File: src/rtl/spi_master_arbiter.sv
// -----------------------------------------------------------------------------
// spi_master_arbiter
//
// Round-robin arbiter and sequencer sharing one SPI master among NUM_REQ
// on-chip requesters. It grants one requester at a time and drives that
// requester's active-low chip select with CS_SETUP_CYCLES of setup before the
// master is launched and CS_HOLD_CYCLES of hold after completion. It then
// returns the received word with a one-cycle acknowledge.
//
// Optional build macro: SPI_ARB_TIMEOUT_EN
//   Defined:   a watchdog aborts WAIT after TIMEOUT_CYCLES without completion.
//              The transfer then finishes with rsp_data = 0 and rsp_err = 1.
//   Undefined: no watchdog is built, rsp_err is tied low and WAIT is unbounded.
//
// Ports:
//   clk              system clock
//   rst_n            asynchronous active-low reset
//   req              per-requester transfer request (level)
//   req_data         tx words, requester i at [i*DATA_WIDTH +: DATA_WIDTH]
//   ack              one-cycle completion pulse to the granted requester
//   rsp_data         received word, valid with ack, held until the next ack
//   rsp_err          timeout flag, valid with ack
//   cs_n             active-low chip selects, at most one low
//   busy             high in every state except IDLE
//   start_master     one-cycle launch pulse to the SPI master
//   data_master_in   tx word to the SPI master, stable from grant to DONE
//   finish_master    master completion; its rising edge marks completion
//   data_master_out  rx word from the SPI master
// -----------------------------------------------------------------------------
module spi_master_arbiter #(
    parameter int NUM_REQ         = 4,
    parameter int DATA_WIDTH      = 8,
    parameter int CS_SETUP_CYCLES = 2,
    parameter int CS_HOLD_CYCLES  = 2,
    parameter int TIMEOUT_CYCLES  = 1024
) (
    input  logic                          clk,
    input  logic                          rst_n,
    input  logic [NUM_REQ-1:0]            req,
    input  logic [NUM_REQ*DATA_WIDTH-1:0] req_data,
    output logic [NUM_REQ-1:0]            ack,
    output logic [DATA_WIDTH-1:0]         rsp_data,
    output logic                          rsp_err,
    output logic [NUM_REQ-1:0]            cs_n,
    output logic                          busy,
    output logic                          start_master,
    output logic [DATA_WIDTH-1:0]         data_master_in,
    input  logic                          finish_master,
    input  logic [DATA_WIDTH-1:0]         data_master_out
);

    localparam int IDX_W   = $clog2(NUM_REQ);
    localparam int CNT_MAX = (CS_SETUP_CYCLES > CS_HOLD_CYCLES) ? CS_SETUP_CYCLES : CS_HOLD_CYCLES;
    localparam int CNT_W   = $clog2(CNT_MAX + 1);

    if (NUM_REQ < 2 || NUM_REQ > 8 || CS_SETUP_CYCLES < 1 || CS_HOLD_CYCLES < 1 ||
        TIMEOUT_CYCLES < 1) begin : g_param_check
        $error("spi_master_arbiter: parameter out of range");
    end

    typedef enum logic [2:0] {
        S_IDLE,
        S_SETUP,
        S_START,
        S_WAIT,
        S_HOLD,
        S_DONE
    } state_t;

    state_t                 state;
    logic [IDX_W-1:0]       ptr;
    logic [IDX_W-1:0]       grant;
    logic [CNT_W-1:0]       cnt;
    logic                   finish_d;
    logic                   finish_rise;
    logic [DATA_WIDTH-1:0]  rx;

    logic                   sel_valid;
    logic [IDX_W-1:0]       sel_idx;
    logic [IDX_W:0]         cand;

    // A level already high when WAIT is entered is not a completion: finish_d
    // tracks finish_master in every state, so only a fresh 0->1 edge counts.
    assign finish_rise = finish_master & ~finish_d;

    // Round-robin pick: the first set req bit at or above ptr, wrapping.
    // Scanning from the far end down lets the nearest candidate win last.
    always_comb begin
        // NOTE: every variable gets a default before any conditional write so
        // no path leaves it holding its old value, which would infer a latch.
        sel_valid = 1'b0;
        sel_idx   = '0;
        cand      = '0;
        for (int k = NUM_REQ - 1; k >= 0; k--) begin
            cand = {1'b0, ptr} + (IDX_W + 1)'(k);
            if (cand >= (IDX_W + 1)'(NUM_REQ)) begin
                cand = cand - (IDX_W + 1)'(NUM_REQ);
            end
            if (req[cand[IDX_W-1:0]]) begin
                sel_valid = 1'b1;
                sel_idx   = cand[IDX_W-1:0];
            end
        end
    end

`ifdef SPI_ARB_TIMEOUT_EN
    localparam int WD_W = (TIMEOUT_CYCLES > 1) ? $clog2(TIMEOUT_CYCLES) : 1;

    logic [WD_W-1:0] wd;
    logic            err;
`endif

    always_ff @(posedge clk or negedge rst_n) begin
        // NOTE: sequential state uses non-blocking assignments so every flop
        // samples pre-edge values regardless of statement order.
        if (!rst_n) begin
            state          <= S_IDLE;
            ptr            <= '0;
            grant          <= '0;
            cnt            <= '0;
            finish_d       <= 1'b0;
            rx             <= '0;
            cs_n           <= '1;
            ack            <= '0;
            rsp_data       <= '0;
            busy           <= 1'b0;
            start_master   <= 1'b0;
            data_master_in <= '0;
`ifdef SPI_ARB_TIMEOUT_EN
            wd             <= '0;
            err            <= 1'b0;
            rsp_err        <= 1'b0;
`endif
        end else begin
            finish_d <= finish_master;
            ack      <= '0;
            case (state)
                S_IDLE: begin
                    if (sel_valid) begin
                        grant          <= sel_idx;
                        data_master_in <= req_data[sel_idx*DATA_WIDTH +: DATA_WIDTH];
                        cs_n           <= ~(NUM_REQ'(1) << sel_idx);
                        cnt            <= CNT_W'(CS_SETUP_CYCLES);
                        busy           <= 1'b1;
                        state          <= S_SETUP;
                    end
                end
                // The counter is loaded with the cycle count and leaves at 1,
                // so SETUP lasts exactly CS_SETUP_CYCLES cycles.
                S_SETUP: begin
                    if (cnt == CNT_W'(1)) begin
                        start_master <= 1'b1;
                        state        <= S_START;
                    end else begin
                        cnt <= cnt - 1'b1;
                    end
                end
                S_START: begin
                    start_master <= 1'b0;
`ifdef SPI_ARB_TIMEOUT_EN
                    wd           <= '0;
`endif
                    state        <= S_WAIT;
                end
                S_WAIT: begin
                    if (finish_rise) begin
                        rx    <= data_master_out;
                        cnt   <= CNT_W'(CS_HOLD_CYCLES);
`ifdef SPI_ARB_TIMEOUT_EN
                        err   <= 1'b0;
`endif
                        state <= S_HOLD;
                    end
`ifdef SPI_ARB_TIMEOUT_EN
                    else if (wd == WD_W'(TIMEOUT_CYCLES - 1)) begin
                        rx    <= '0;
                        err   <= 1'b1;
                        cnt   <= CNT_W'(CS_HOLD_CYCLES);
                        state <= S_HOLD;
                    end else begin
                        wd <= wd + 1'b1;
                    end
`endif
                end
                S_HOLD: begin
                    if (cnt == CNT_W'(1)) begin
                        cs_n     <= '1;
                        ack      <= NUM_REQ'(1) << grant;
                        rsp_data <= rx;
`ifdef SPI_ARB_TIMEOUT_EN
                        rsp_err  <= err;
`endif
                        ptr      <= (grant == IDX_W'(NUM_REQ - 1)) ? '0 : grant + 1'b1;
                        state    <= S_DONE;
                    end else begin
                        cnt <= cnt - 1'b1;
                    end
                end
                // Requests seen here are ignored; the earliest next grant is
                // decided in IDLE, giving the cs_n high gap.
                S_DONE: begin
                    busy  <= 1'b0;
                    state <= S_IDLE;
                end
                default: state <= S_IDLE;
            endcase
        end
    end

`ifndef SPI_ARB_TIMEOUT_EN
    assign rsp_err = 1'b0;
`endif

endmodule

File: config.mk
export PLATFORM = sky130hd
export DESIGN_NAME = spi_master_arbiter
export DESIGN_NICKNAME = d
export VERILOG_FILES = /design/src/rtl/spi_master_arbiter.sv
export SDC_FILE = /design/constraint.sdc
export NUM_CORES = 1
export LEC_CHECK = 0
export CAP_MARGIN = 20
export CORE_UTILIZATION = 30
export CTS_BUF_LIST = sky130_fd_sc_hd__clkbuf_4 sky130_fd_sc_hd__clkbuf_8 sky130_fd_sc_hd__clkbuf_16
export DETAILED_ROUTE_END_ITERATION = 8
export GPL_TIMING_DRIVEN = 0
export HOLD_SLACK_MARGIN = 0.1
export PLACE_DENSITY = 0.68
export SLEW_MARGIN = 20
export SYNTH_ARGS = -nofsm -noshare
export SYNTH_HDL_FRONTEND = slang
export SYNTH_SLANG_ARGS = --single-unit
File: constraint.sdc
create_clock -name clk -period 3.2 [get_ports clk]
set_input_delay 0.32 -clock clk [delete_from_list [all_inputs] [get_ports clk]]
set_output_delay 0.32 -clock clk [all_outputs]
set_load 0.02 [all_outputs]
; ---- Word level (Yosys, flattened, before mapping)
; Cells that the tools add are included.
; W data, S select, Z words.
[op_classes]
reduce_logical = 14
addsub = 9
n_shift = 3
magnitude_cmp = 8
bitwise = 3
eq_ne = 12
multipliers = 0
div = 0
n_mux = 39
[ops]
columns = op, n
row1 = $shiftx A32 B6 Y8, 1
row2 = $mux W2, 12
row3 = $mux W4, 4
row4 = $pmux W3 S5, 1
row5 = $lt A2 B3 Y1 const B, 4
row6 = $mux W3, 4
row7 = $mux W1, 10
row8 = $ne A2 B2 Y1 const B, 5
row9 = $reduce_and A2 Y1, 5
row10 = $sub A2 B1 Y2 const B, 5
row11 = $ge A3 B3 Y1 const B, 3
row12 = $bmux W1 S2, 4
row13 = $pmux W4 S2, 1
row14 = $reduce_and A4 Y1, 2
row15 = $shl A1 B2 Y4 const A, 2
row16 = $add A2 B2 Y3 const B, 2
row17 = $eq A3 B2 Y1 const B, 2
row18 = $eq A3 B3 Y1 const B, 2
row19 = $pmux W2 S3, 1
row20 = $reduce_bool A2 Y1, 3
row21 = $not A4 Y4, 1
row22 = $pmux W1 S2, 2
row23 = $add A2 B1 Y3 const B, 1
row24 = $eq A3 B1 Y1 const B, 1
row25 = 10 further kinds, 10
[word_totals]
mem_count = 0
reg_bits = 44
ram_bits = 0
inputBits = 47
word_cells = 100
latch_bits = 0
out_inout_bits = 27
mem_bits_ro = 0

; ---- Depth between registers and ports, before layout
[depth]
word_depth = 13
mapped_depth = 6
mapped_depth_nobuf = 6

; ---- Least setup slack after synthesis
; No wires, ideal clock.
[synth_path]
kind = register -> register
start = register state[1]
end = register cnt[0]
required_ns = 3.072
setup_ns = 0.128
arrival_ns = 1.464
stages_incl_launch_ff = 6
synth_period_minus_slack_ns = 1.591
path_slack_ns = 1.609
n_path_buf = 0
cell_sequence = dfrtp_1 > inv_2 > nor3_4 > a21oi_1 > a41oi_2 > mux2_1
[synth_between]
elab_chain_cells = 4
word_cells_on_any_way = 11
classes_between = eq/ne: 6 / mux: 1 / reduce/logical: 4
[synth_rtl]
columns = item, line
row1 = "start, declared", 70  ; state_t state;
row2 = "start signal, assigned", 117  ; state <= S_IDLE;
row3 = "start signal, assigned", 145  ; state <= S_SETUP;
row4 = "start signal, assigned", 153  ; state <= S_START;
row5 = $eq A3 B3 Y1 / $eq A3 B1 Y1 (equally long branches), 137  ; case (state)
row6 = $reduce_or A2 Y1 (no source line), n/a
row7 = $ne A2 B2 Y1 (no source line) / $reduce_bool A3 Y1 (equally long branches), n/a
row8 = $reduce_and A4 Y1 (no source line), n/a
row9 = "end signal, assigned", 143  ; cnt <= CNT_W'(CS_SETUP_CYCLES);
row10 = "end signal, assigned", 155  ; cnt <= cnt - 1'b1;
row11 = "end signal, assigned", 168  ; cnt <= CNT_W'(CS_HOLD_CYCLES);
row12 = "end, declared", 73  ; logic [CNT_W-1:0] cnt;
; Several ways; a longest one is shown, not always the timed one.
; A chain may end at the register's enable or synchronous reset.

; ---- Final worst setup path
[layout_path]
start = input port req[0]
end = register data_master_in[4]
[layout_between]
elab_chain_cells = 7
word_cells_on_any_way = 18
classes_between = shift: 1 / mux: 16 / reduce/logical: 1
[layout_rtl]
columns = item, line
row1 = "start, declared", 39  ; input logic [NUM_REQ-1:0] req,
row2 = $bmux W1 S2, 99  ; if (req[cand[IDX_W-1:0]]) begin
row3 = $mux W1 (not written as such), 99
row4 = $mux W2 / $mux W1 (equally long branches) (4 in a row), 99
row5 = $shiftx A32 B6 Y8 / $reduce_and A2 Y1 (equally long branches), n/a
row6 = "end signal, assigned", 141  ; data_master_in <= req_data[sel_idx*DATA_WIDTH +: DATA_WIDTH];
row7 = "end, declared", 47  ; output logic [DATA_WIDTH-1:0] data_master_in,
; Several ways; a longest one is shown, not always the timed one. The select of a mux whose other input is x is not followed.

==> flow_summary.yaml <==
final_layout:
  fillers: 643
  stdcell_area_mm2: 0.00305
  drive_gt1_share_pct: 12.6
  antenna_cells: 0
  seqCellArea_mm2: 0.00111
  area_growth_pct: 46.2
  fin_cells: 358
  nNetsFinal: 329
  multiInputGateArea_um2: 895
route:
  drtIter0Drc: 52
  firstDrtPassIters: 4
  detail_route.vias_per_cell: 4.69
  wirelength_um: 4540
  wl_per_cell_um: 12.7
  drc: 0
  vias: 1679
  antenna_left: 0
clocking:
  cts_setup_buffers: 0
  cts-resized-gates: 0
  cts_buffers: 5
  clkSinkCount: 44
  clockBufferDepth: 2
  ctsHoldBuffers: 1
  clock_latency_ns: 0.29
  h-tree-depth: 2
  clockRootBuffer: "clkbuf_8"
  clk_pin_slew_ns: 0.08
  cts_tree: "done"
power_and_ir_drop:
  internal_power_mw: 1.45
  power_density_mw_per_mm2: 720
  peakVddDrop_mv: 0.350
  p_leak_nw: 1.38
  pwr-share-clk_pct: 19.1
  p_total_mw: 2.20
  p_sw_share_pct: 34.1
  seqPwrFrac_pct: 39.7
  pwr-share-comb_pct: 41.3
  switching_power_mw: 0.750
timing:
  max_freq_ghz: 0.508
  drv_slew: 0
  hold_violations: 0
  finalWorstSetupSlack_ns: 1.23
  finClkSkew_ns: 0.00608
  slew_headroom_pct: 58.7
  max_slew.worst_pin.slew_ns: 0.619
  setup_viol: 0
  post-route-min-period_ns: 1.97
  rsz0062_at_grt: "no"
  fin_crit_sh_pct: 61.5
  tns_ns: 0
worst_setup_path:
  path_max_fanout: 8
  r2r-start: "state[1]"
  critPathLaunch: "req[0]"
  worstSetupEndpoint: "data_master_in[4]"
  r2r_end: "cnt[0]"
  required_ns: 3.40
  end_kind: "flop"
  cp.arrival_ns: 2.17
  startpoint_type: "input pin"
  reg2reg_slack_ns: 1.37
  crit_type: "input pin to flop"
  r2r_cells: 5
run_status:
  status: "complete, no violations"
global_routing:
  grt.overflow.total: 0
  grt_pass1_vias: 1700
  grt_max_degree: 27
  gr-usage-all-layers_pct: 13.7
  antenna_found_initial: 0
  grt_pass1_wl_um: 7870
floorplan:
  core_area_mm2: 0.00676
  die_x_um: 85.4
  design.portCount: 74
  initial_utilization_pct: 30.9
  design.die.area_mm2: 0.00730
  floorplan.rows: 30
  die_height_um: 85.4
flow_run:
  maxCapViolations: 0
placed_design:
  io_buffers: 72
  placed_cells: 349
  place_congestion: 0.727
  dp_slack_ns: 0.901
  place_area_mm2: 0.00293
  dp_hpwl_um: 3490
synth:
  synth_area_mm2: 0.00209
  synth_area_leaders: "dfrtp_1, mux2i_1, nand2_1, dfstp_2, mux2_2"
  syn_inst: 196
  ys_ff_latch: 44
  synth_largest_area_cell: "dfrtp_1"
  avgSynthCellArea_um2: 10.7
  synth_cell_types: 36
  seq_area_frac_synth_pct: 53.0
  synth_nets: 248
  ys_warn_count: 0
  synth_top_area_share_pct: 47.9
worst_hold_path:
  min_path_type: "flop to flop"
[layout by cell type, fill, tap and decap left out, drive strengths merged, types with 2 or more instances in the layout]
cell type       n
clkdlybuf4s50  71
o31ai           2
nor2            7
nand3           3
o32a            2
mux2i          17
dfrtp          40
clkbuf          8
inv            10
mux2            9
dfstp           4
o221ai          9
nand2          44
and2            4
ha              5
buf             9
a21o            2
a21oi           9
o21ai           6
nor3            2
[power by group through the flow]
stage	Combinational, mW	Clock [mW]	Sequential (mW)
finish	0.907	0.419	0.872
global route	1.00	0.463	0.899
CTS	0.923	0.435	0.872
detailed placement	0.919	0	0.883
global placement	0.899	0	0.878
floorplan	0.446	0	0.981
[registers in the layout, indices dropped and copies added, names as in the netlist, 2 cells and up]
register,count
ack,4
cnt,2
cs_n,4
data_master_in,8
grant,2
ptr,2
rsp_data,8
rx,8
state,3
[worst min-delay path by stage]
stage | startpoint | endpoint | slack [ns] | cells past startpoint
floorplan | rst_n | ack[0] | 0.02 | 0
global placement | rx[4] | rsp_data[4] | 0.44 | 2
detailed placement | rst_n | start_master | 0.38 | 1
CTS | rx[6] | rsp_data[6] | 0.47 | 2
global route | finish_master | finish_d | 0.49 | 1
finish | rx[0] | rsp_data[0] | 0.47 | 2
[stage by stage]
step	hold slack [ns]	utilization, %
3_5_place_dp	0.382	43.4
2_1_floorplan	0.0244	-
6_report	0.471	45.2
3_3_place_gp	0.443	43.1
4_1_cts	0.474	45.2
5_1_grt	0.487	45.2
[cells by family (layout without fill, tap and decap cells)]
family | after synthesis | count (layout) | share of synthesized area, %
and+or+nand+nor | 65 | 65 | 14.3
DFF | 44 | 44 | 53.0
AOI/OAI and AO/OA | 35 | 35 | 12.0
muxes | 26 | 26 | 13.0
buffers and inverters | 19 | 101 | 4.19
adders and majority gates | 5 | 5 | 3.00
other | 1 | 1 | 0.180
xor gates and xnor gates | 1 | 1 | 0.419
[worst max-delay path, stage by stage]
cell and delay, ns:
clkdlybuf4s50_1 0.51, nor2b_1 0.19, nor2_1 0.05, o22ai_1 0.40, nand3_1 0.40, o221ai_1 0.30
[final cells by class]
class / count / share of cell area (%)
clock inverters: 2 / 1.15
clock buffers: 6 / 2.50
inverters: 10 / 1.23
repair buffers: 74 / 24.7
plain buffers: 9 / 1.64
well taps: 80 / 3.28
multi-input cells: 133 / 29.3
flip-flops and latches: 44 / 36.2
[synth_stat cells]
master    number
a31oi_1        1
nand2_1       43
a21o_1         2
o22a_1         1
o22ai_1        1
or2_1          1
nor3_4         1
a41oi_2        1
dfrtp_1       40
nor3_2         1
nor2_1         7
conb_1         1
inv_2          1
mux2_1         1
buf_4          3
a21oi_1        9
nor2b_1        1
inv_1          9
nand3_1        3
and3_1         1
and2_1         4
mux2_2         8
o21ai_0        6
nand3b_1       1
nand2_2        1
ha_1           5
xor2_1         1
dfstp_2        4
or4_4          1
mux2i_1       17
a211o_1        1
o31ai_1        2
o32a_1         2
clkbuf_1       2
buf_2          4
o221ai_1       9
[routing by layer]
metal / global-route usage [%] / part of all wire [%]
met5: 0 / 0
met4: 3.18 / 0.92
met3: 3.99 / 3.7
met1: 17.4 / 45
met2: 23.2 / 51
(Power assumes the default switching activity.)
